**src/rtl/sw_debounce.sv**
```systemverilog
// sw_debounce
//   Conditions a bank of raw board switches into clean levels for the core.
//   Each bit is brought into the clock domain through a two-flop
//   synchronizer. On every sample tick the synchronized value is compared
//   against the accepted level. A new level is taken only after STABLE_CNT
//   consecutive ticks that all disagree with the current level.
//
// Parameters
//   WIDTH       number of switch bits conditioned
//   TICK_DIV    clock cycles per sample tick (>= 1)
//   STABLE_CNT  consecutive disagreeing ticks needed to accept a level (>= 1)
//
// Ports
//   i_clk          clock, rising edge active
//   i_reset        asynchronous active-high reset
//   i_sw_raw       raw asynchronous switch inputs
//   o_sw           debounced level (drives the core's i_io_sw)
//   o_rise         one-cycle pulse per bit on an accepted 0->1 change
//   o_fall         one-cycle pulse per bit on an accepted 1->0 change
//   o_tick         sample strobe, high one cycle in every TICK_DIV
//   o_evt_pending  sticky flag, set by any rise/fall pulse
//   i_evt_clr      clears o_evt_pending (a simultaneous set wins)
module sw_debounce #(
    parameter int WIDTH      = 32,
    parameter int TICK_DIV   = 50000,
    parameter int STABLE_CNT = 4
) (
    input  logic             i_clk,
    input  logic             i_reset,
    input  logic [WIDTH-1:0] i_sw_raw,
    output logic [WIDTH-1:0] o_sw,
    output logic [WIDTH-1:0] o_rise,
    output logic [WIDTH-1:0] o_fall,
    output logic             o_tick,
    output logic             o_evt_pending,
    input  logic             i_evt_clr
);

    localparam int PW = (TICK_DIV > 1) ? $clog2(TICK_DIV) : 1;
    localparam int CW = $clog2(STABLE_CNT) + 1;
    localparam logic [PW-1:0] PRE_LAST = PW'(TICK_DIV - 1);
    localparam logic [CW-1:0] CNT_LAST = CW'(STABLE_CNT - 1);

    logic [WIDTH-1:0]         r_sync1;
    logic [WIDTH-1:0]         r_sync2;
    logic [PW-1:0]            r_pre;
    logic [WIDTH-1:0][CW-1:0] r_cnt;
    logic [WIDTH-1:0]         r_sw;
    logic [WIDTH-1:0]         r_rise;
    logic [WIDTH-1:0]         r_fall;
    logic                     r_evt;

    logic                     w_tick;
    logic [WIDTH-1:0][CW-1:0] w_cnt_nxt;
    logic [WIDTH-1:0]         w_sw_nxt;
    logic [WIDTH-1:0]         w_rise_nxt;
    logic [WIDTH-1:0]         w_fall_nxt;

    // The compare alone would be true during reset when TICK_DIV = 1, so the
    // strobe is additionally held low while reset is asserted.
    assign w_tick = (r_pre == PRE_LAST) && !i_reset;

    // Two-flop synchronizer for the raw switch inputs.
    always_ff @(posedge i_clk or posedge i_reset) begin
        if (i_reset) begin
            r_sync1 <= '0;
            r_sync2 <= '0;
        end else begin
            r_sync1 <= i_sw_raw;
            r_sync2 <= r_sync1;
        end
    end

    // Prescaler counting 0..TICK_DIV-1 and wrapping.
    always_ff @(posedge i_clk or posedge i_reset) begin
        if (i_reset) begin
            r_pre <= '0;
        end else if (r_pre == PRE_LAST) begin
            r_pre <= '0;
        end else begin
            r_pre <= r_pre + PW'(1);
        end
    end

    // Per-bit qualification: next counter, level and edge pulses.
    always_comb begin
        w_cnt_nxt  = r_cnt;
        w_sw_nxt   = r_sw;
        w_rise_nxt = '0;
        w_fall_nxt = '0;
        if (w_tick) begin
            for (int i = 0; i < WIDTH; i++) begin
                if (r_sync2[i] == r_sw[i]) begin
                    // Any agreeing tick restarts qualification.
                    w_cnt_nxt[i] = '0;
                end else if (r_cnt[i] == CNT_LAST) begin
                    // Pulses are registered together with the level so they
                    // appear in exactly the first cycle of the new value.
                    w_cnt_nxt[i]  = '0;
                    w_sw_nxt[i]   = r_sync2[i];
                    w_rise_nxt[i] = r_sync2[i];
                    w_fall_nxt[i] = !r_sync2[i];
                end else begin
                    w_cnt_nxt[i] = r_cnt[i] + CW'(1);
                end
            end
        end else begin
            w_cnt_nxt = r_cnt;
        end
    end

    // Registered counters, accepted level and edge pulses.
    always_ff @(posedge i_clk or posedge i_reset) begin
        if (i_reset) begin
            r_cnt  <= '0;
            r_sw   <= '0;
            r_rise <= '0;
            r_fall <= '0;
        end else begin
            r_cnt  <= w_cnt_nxt;
            r_sw   <= w_sw_nxt;
            r_rise <= w_rise_nxt;
            r_fall <= w_fall_nxt;
        end
    end

    // Sticky event flag; a visible pulse takes priority over a clear.
    always_ff @(posedge i_clk or posedge i_reset) begin
        if (i_reset) begin
            r_evt <= 1'b0;
        end else if ((|r_rise) || (|r_fall)) begin
            r_evt <= 1'b1;
        end else if (i_evt_clr) begin
            r_evt <= 1'b0;
        end else begin
            r_evt <= r_evt;
        end
    end

    assign o_sw          = r_sw;
    assign o_rise        = r_rise;
    assign o_fall        = r_fall;
    assign o_tick        = w_tick;
    assign o_evt_pending = r_evt;

endmodule

```
**config.mk**
```make
export PLATFORM = sky130hd
export DESIGN_NAME = sw_debounce
export DESIGN_NICKNAME = d
export VERILOG_FILES = /design/src/rtl/sw_debounce.sv
export SDC_FILE = /design/constraint.sdc
export NUM_CORES = 1
export LEC_CHECK = 0
export CAP_MARGIN = 10
export CORE_MARGIN = 2
export CORE_UTILIZATION = 60
export DETAILED_ROUTE_END_ITERATION = 12
export PLACE_DENSITY = 0.85
export SYNTH_ARGS = -nofsm -noshare
export SYNTH_HDL_FRONTEND = slang
export SYNTH_SLANG_ARGS = --single-unit
```
**constraint.sdc**
```tcl
create_clock -name i_clk -period 13.8 [get_ports i_clk]
set_clock_uncertainty 0.05 [all_clocks]
set_input_delay 1.38 -clock i_clk [delete_from_list [all_inputs] [get_ports i_clk]]
set_output_delay 1.38 -clock i_clk [all_outputs]
set_load 0.02 [all_outputs]
```
# Word-level counts from Yosys, hierarchy flattened
# Cells that the tools add are included.
# classes
n_bitwise,32
n_eq_ne,65
add_sub_neg,33
n_mux,197
n_reduce_logical,70
# ops
cell,count
$mux 3,64
$mux 1,130
$add 3x1->3 const B,32
$eq 3x2->1 const B,32
$reduce_and 3->1,32
$mux 32,2
$reduce_or 32->1,2
$logic_not 1->1,33
$eq 1x1->1,32
$not 1->1,32
$add 16x1->16 const B,1
$eq 16x16->1 const B,1
$mux 16,1
$reduce_bool 2->1,1
$logic_and 1x1->1,1
$logic_or 1x1->1,1
# word_totals
elab_cells,467
regBits,273

# Logic depth before layout (Yosys ltp)
# logic_depth
word_depth,4
depth_mapped,8
ltp_nobuf,5

# Worst setup path before layout
# No wires, ideal clock.
# synth_path
path_type,input to register
startpoint,input i_reset
endpoint,"register r_sw[20], in the netlist o_sw[20]"
setup_time_ps,127
cell_stages,4
setup_slack_ps,7534
arrival_ps,6089
n_path_buf,1
required_time_ps,13623
path_cell_list,clkinv_1 buf_2 nand3_1 mux2_2
# synth_via
elab_chain_cells,3
# synth_lines
element,line,text
"start, declared",29,"input logic i_reset,"
$logic_not 1->1 (no source line),n/a,
$logic_and 1x1->1,61,assign w_tick = (r_pre == PRE_LAST) && !i_reset;
$reduce_and 3->1 (no source line),n/a,
"end signal, assigned",121,r_sw <= w_sw_nxt;
"end, declared",48,logic [WIDTH-1:0] r_sw;
# Every way passes these cells.
# A chain may end at the register's enable or synchronous reset.

# Worst setup path in the final report
# layout_path
startpoint,input i_reset
endpoint,output o_tick
# layout_via
elab_chain_cells,2
# layout_lines
element,line,text
$logic_not 1->1 (no source line),n/a,
$logic_and 1x1->1,61,
"end, declared",34,"output logic o_tick,"
# Every way passes these cells.

==> metrics.cfg <==
[critical_path]
critPathKind=in2out
worst-endpoint-required_ns=12.37
worst_ep_arrival_time_ns=3.24
critPathMaxFanout=107
startpoint_class=input pin
timing.critical_path.to_type=output port

[placed_design]
dpl-instance-area_sq_um=12500
globalplace.congestion=0.763
dpl.hpwl_microns=13900
place_inst=1248
port-buffer-count=132

[sta]
timing.final.crit_share_pct=33.8
final-setup-viol-count=0
final.setup.tns_ns=0
timing_hold_violations_final=0
maxSlewViolCount=0
min_period_ns=4.67
max_clock_freq_mhz=214
tightest_slew_ns=0.799
rsz0062_at_grt=no
holdWs_ns=0.291
max_slew_margin_pct=46.7

[logic_synthesis]
synth.net_count=975
synth.ff_latch_count=273
syn-cell-area_sq_um=10900
synth_ff_type=dfrtp_1
yosysWarningCount=0
synthCells=907
syn-mean-instance-area_sq_um=12.0
async_set_reset_flop_share_out_of_synthesis_pct=100
yosysSeqAreaShare_pct=62.5
synth-edff-count=0
synth_cell_types=36

[grt]
vias_in_the_first_global_route=7252
grt_overflow=0
grt_pass1_wl_microns=36200
antenna_violations_before_repair=0
grt_max_degree=140
grt.total_usage_pct=23.0

[floorplan]
core_area_sq_um=17900
die_width_microns=139
die_y_microns=139
num_rows=49
die_area_sq_um=19300
floorplan.io_pins=133
initial_utilization_pct=61.0

[cells_and_area]
final_util_pct=74.8
layout.cell_area.non_filler_sq_um=13400
areaGrowthSynthToFinish_pct=22.6
drive_gt1_share_pct=9.10
insertedDiodeCount=0
final_cell_count_no_fill=1295
nFillCells=1146
final_nets=1117

[clock_network]
cts-root-to-sink-buffers=3
clkLatencyLatePin_ns=0.53
post_cts_resized=0
numCtsBuffers=28
cts.sink_count=273
cts-htree-levels=1
postCtsHoldBufs=0
cts_setup_buffers=0
cts_tree=done
clk_pin_slew_worst_paths_ns=0.06
clock_tree.root_cell=clkbuf_16

[job]
max-cap-violations=0

[drt]
ant_nets=0
drc=0
via_count=7107
detailedRoute.firstPassIterationCount=8
avgViaCountPerCell=5.49
routed_wirelength_microns=21800
wire_per_inst_microns=16.9
detailedRoute.firstIterationViolations=401

[run_status]
status=finished clean

[hold_path]
worstHoldPathType=reg2reg

[power]
max-vdd-ir-drop_uv=117
power_density_nw_per_um2=121
power.leakage_nw=6.25

sequential cells by signal, indices dropped and copies added, names as in the netlist:
signal and cells:
r_cnt 96, o_sw 32, o_evt_pending 1, r_pre 16, o_fall 32, r_sync2 32, o_rise 32, r_sync1 32
worst paths after layout:
path | from | to | slack (ns) | cells past startpoint
max in group asynchronous | i_reset | r_cnt[70] | 10.43 | 4
worst min register to register | r_sync1[21] | r_sync2[21] | 0.29 | 0
worst max register to register | r_pre[0] | o_rise[23] | 11.06 | 6
min in group asynchronous | i_reset | r_pre[3] | 1.32 | 2
worst max-delay path | i_reset | o_tick | 9.13 | 5
worst min-delay path | r_sync1[21] | r_sync2[21] | 0.29 | 0
final cells by class:
type	instances	area [sq um]	area share, %
Clock buffer	44	892	6.66
Tap cell	229	287	2.14
Multi-Input combinational cell	577	3840	28.7
Clock inverter	3	43.8	0.327
Sequential cell	273	6830	51.0
Timing Repair Buffer	138	1380	10.3
Inverter	31	124	0.925
synthesized netlist by cell type (2+ instances only):
| cell | number | share of area [%] |
|---|---|---|
| a2111oi_0 | 3 | 0.24 |
| a21o_1 | 5 | 0.34 |
| a21oi_1 | 25 | 1.1 |
| and2_1 | 2 | 0.11 |
| and4_1 | 6 | 0.48 |
| and4bb_2 | 2 | 0.23 |
| buf_2 | 8 | 0.37 |
| buf_6 | 2 | 0.21 |
| clkbuf_1 | 15 | 0.52 |
| dfrtp_1 | 273 | 63 |
| ha_1 | 33 | 3.8 |
| inv_1 | 30 | 1.0 |
| mux2_2 | 22 | 2.3 |
| mux2_4 | 10 | 1.4 |
| nand2_1 | 91 | 3.1 |
| nand2b_1 | 32 | 1.8 |
| nand3_1 | 9 | 0.41 |
| nand4_1 | 27 | 1.5 |
| nand4_4 | 10 | 1.9 |
| nor2_1 | 97 | 3.3 |
| nor2b_1 | 6 | 0.34 |
| nor3b_1 | 62 | 4.3 |
| nor4_1 | 19 | 1.1 |
| o21a_1 | 4 | 0.27 |
| o21ai_0 | 60 | 2.7 |
| or3_1 | 2 | 0.11 |
| xnor2_1 | 38 | 3.0 |
| xor2_1 | 6 | 0.48 |
routing by layer:
layer / track usage (%) / vias to the layer above / wire (microns)
met4: 7.55 / 0 / 672
met2: 37.9 / 146 / 10500
met1: 31.4 / 3533 / 9660
met5: 0 / - / 0
li1: - / 3380 / -
met3: 4.18 / 48 / 990
cell usage in the layout (no fill, tap or decap), types with 2 or more instances in the layout:
| cell type | instances |
|---|---|
| nand2_1 | 90 |
| nor3b_1 | 62 |
| or3_1 | 2 |
| a21oi_1 | 25 |
| buf_4 | 5 |
| o21ai_0 | 60 |
| o21a_1 | 4 |
| mux2_2 | 22 |
| a2111oi_0 | 3 |
| nor2_1 | 97 |
| nand4_1 | 27 |
| nand4_4 | 10 |
| clkbuf_16 | 29 |
| and4_1 | 5 |
| xnor2_1 | 38 |
| nand3_1 | 9 |
| inv_1 | 30 |
| nand2b_1 | 32 |
| and4bb_2 | 2 |
| xor2_1 | 6 |
| dfrtp_1 | 273 |
| clkbuf_8 | 11 |
| clkbuf_1 | 4 |
| and2_1 | 2 |
| nor2b_1 | 6 |
| clkdlybuf4s50_1 | 132 |
| mux2_4 | 10 |
| nor4_1 | 19 |
| a21o_1 | 5 |
| ha_1 | 33 |
logic make-up (layout without fill, tap and decap cells):
logic type / count (synthesis) / count (layout) / synth area share (%)
and+or+nand+nor: 368 / 368 / 19.2
DFF: 273 / 273 / 62.5
AOI/OAI and AO/OA: 100 / 100 / 4.97
buffers and inverters: 57 / 216 / 2.34
xor gates and xnor gates: 44 / 44 / 3.53
adders and majority gates: 33 / 33 / 3.78
muxes: 32 / 32 / 3.64
through the flow:
step,total power [mW],worst slack [ns]
global placement,0.873,9.04
floorplan,0.856,7.53
global route,1.66,8.94
detailed placement,0.875,8.95
CTS,1.62,9.03
finish,1.61,9.13
where the power goes:
part | internal [mW] | leakage [nW] | switching, mW | total (mW)
combinational | 0.0168 | 2.28 | 0.0256 | 0.0424
sequential | 0.810 | 3.51 | 0.00685 | 0.817
clock | 0.457 | 0.464 | 0.298 | 0.755
total | 1.28 | 6.25 | 0.330 | 1.61
critical path, cell delays in order:
cell and delay (ns):
clkdlybuf4s50_1 0.51, inv_8 0.51, nand2_2 0.15, inv_1 0.08, clkdlybuf4s50_1 0.60
No activity file was read; power rests on OpenSTA's default activity.
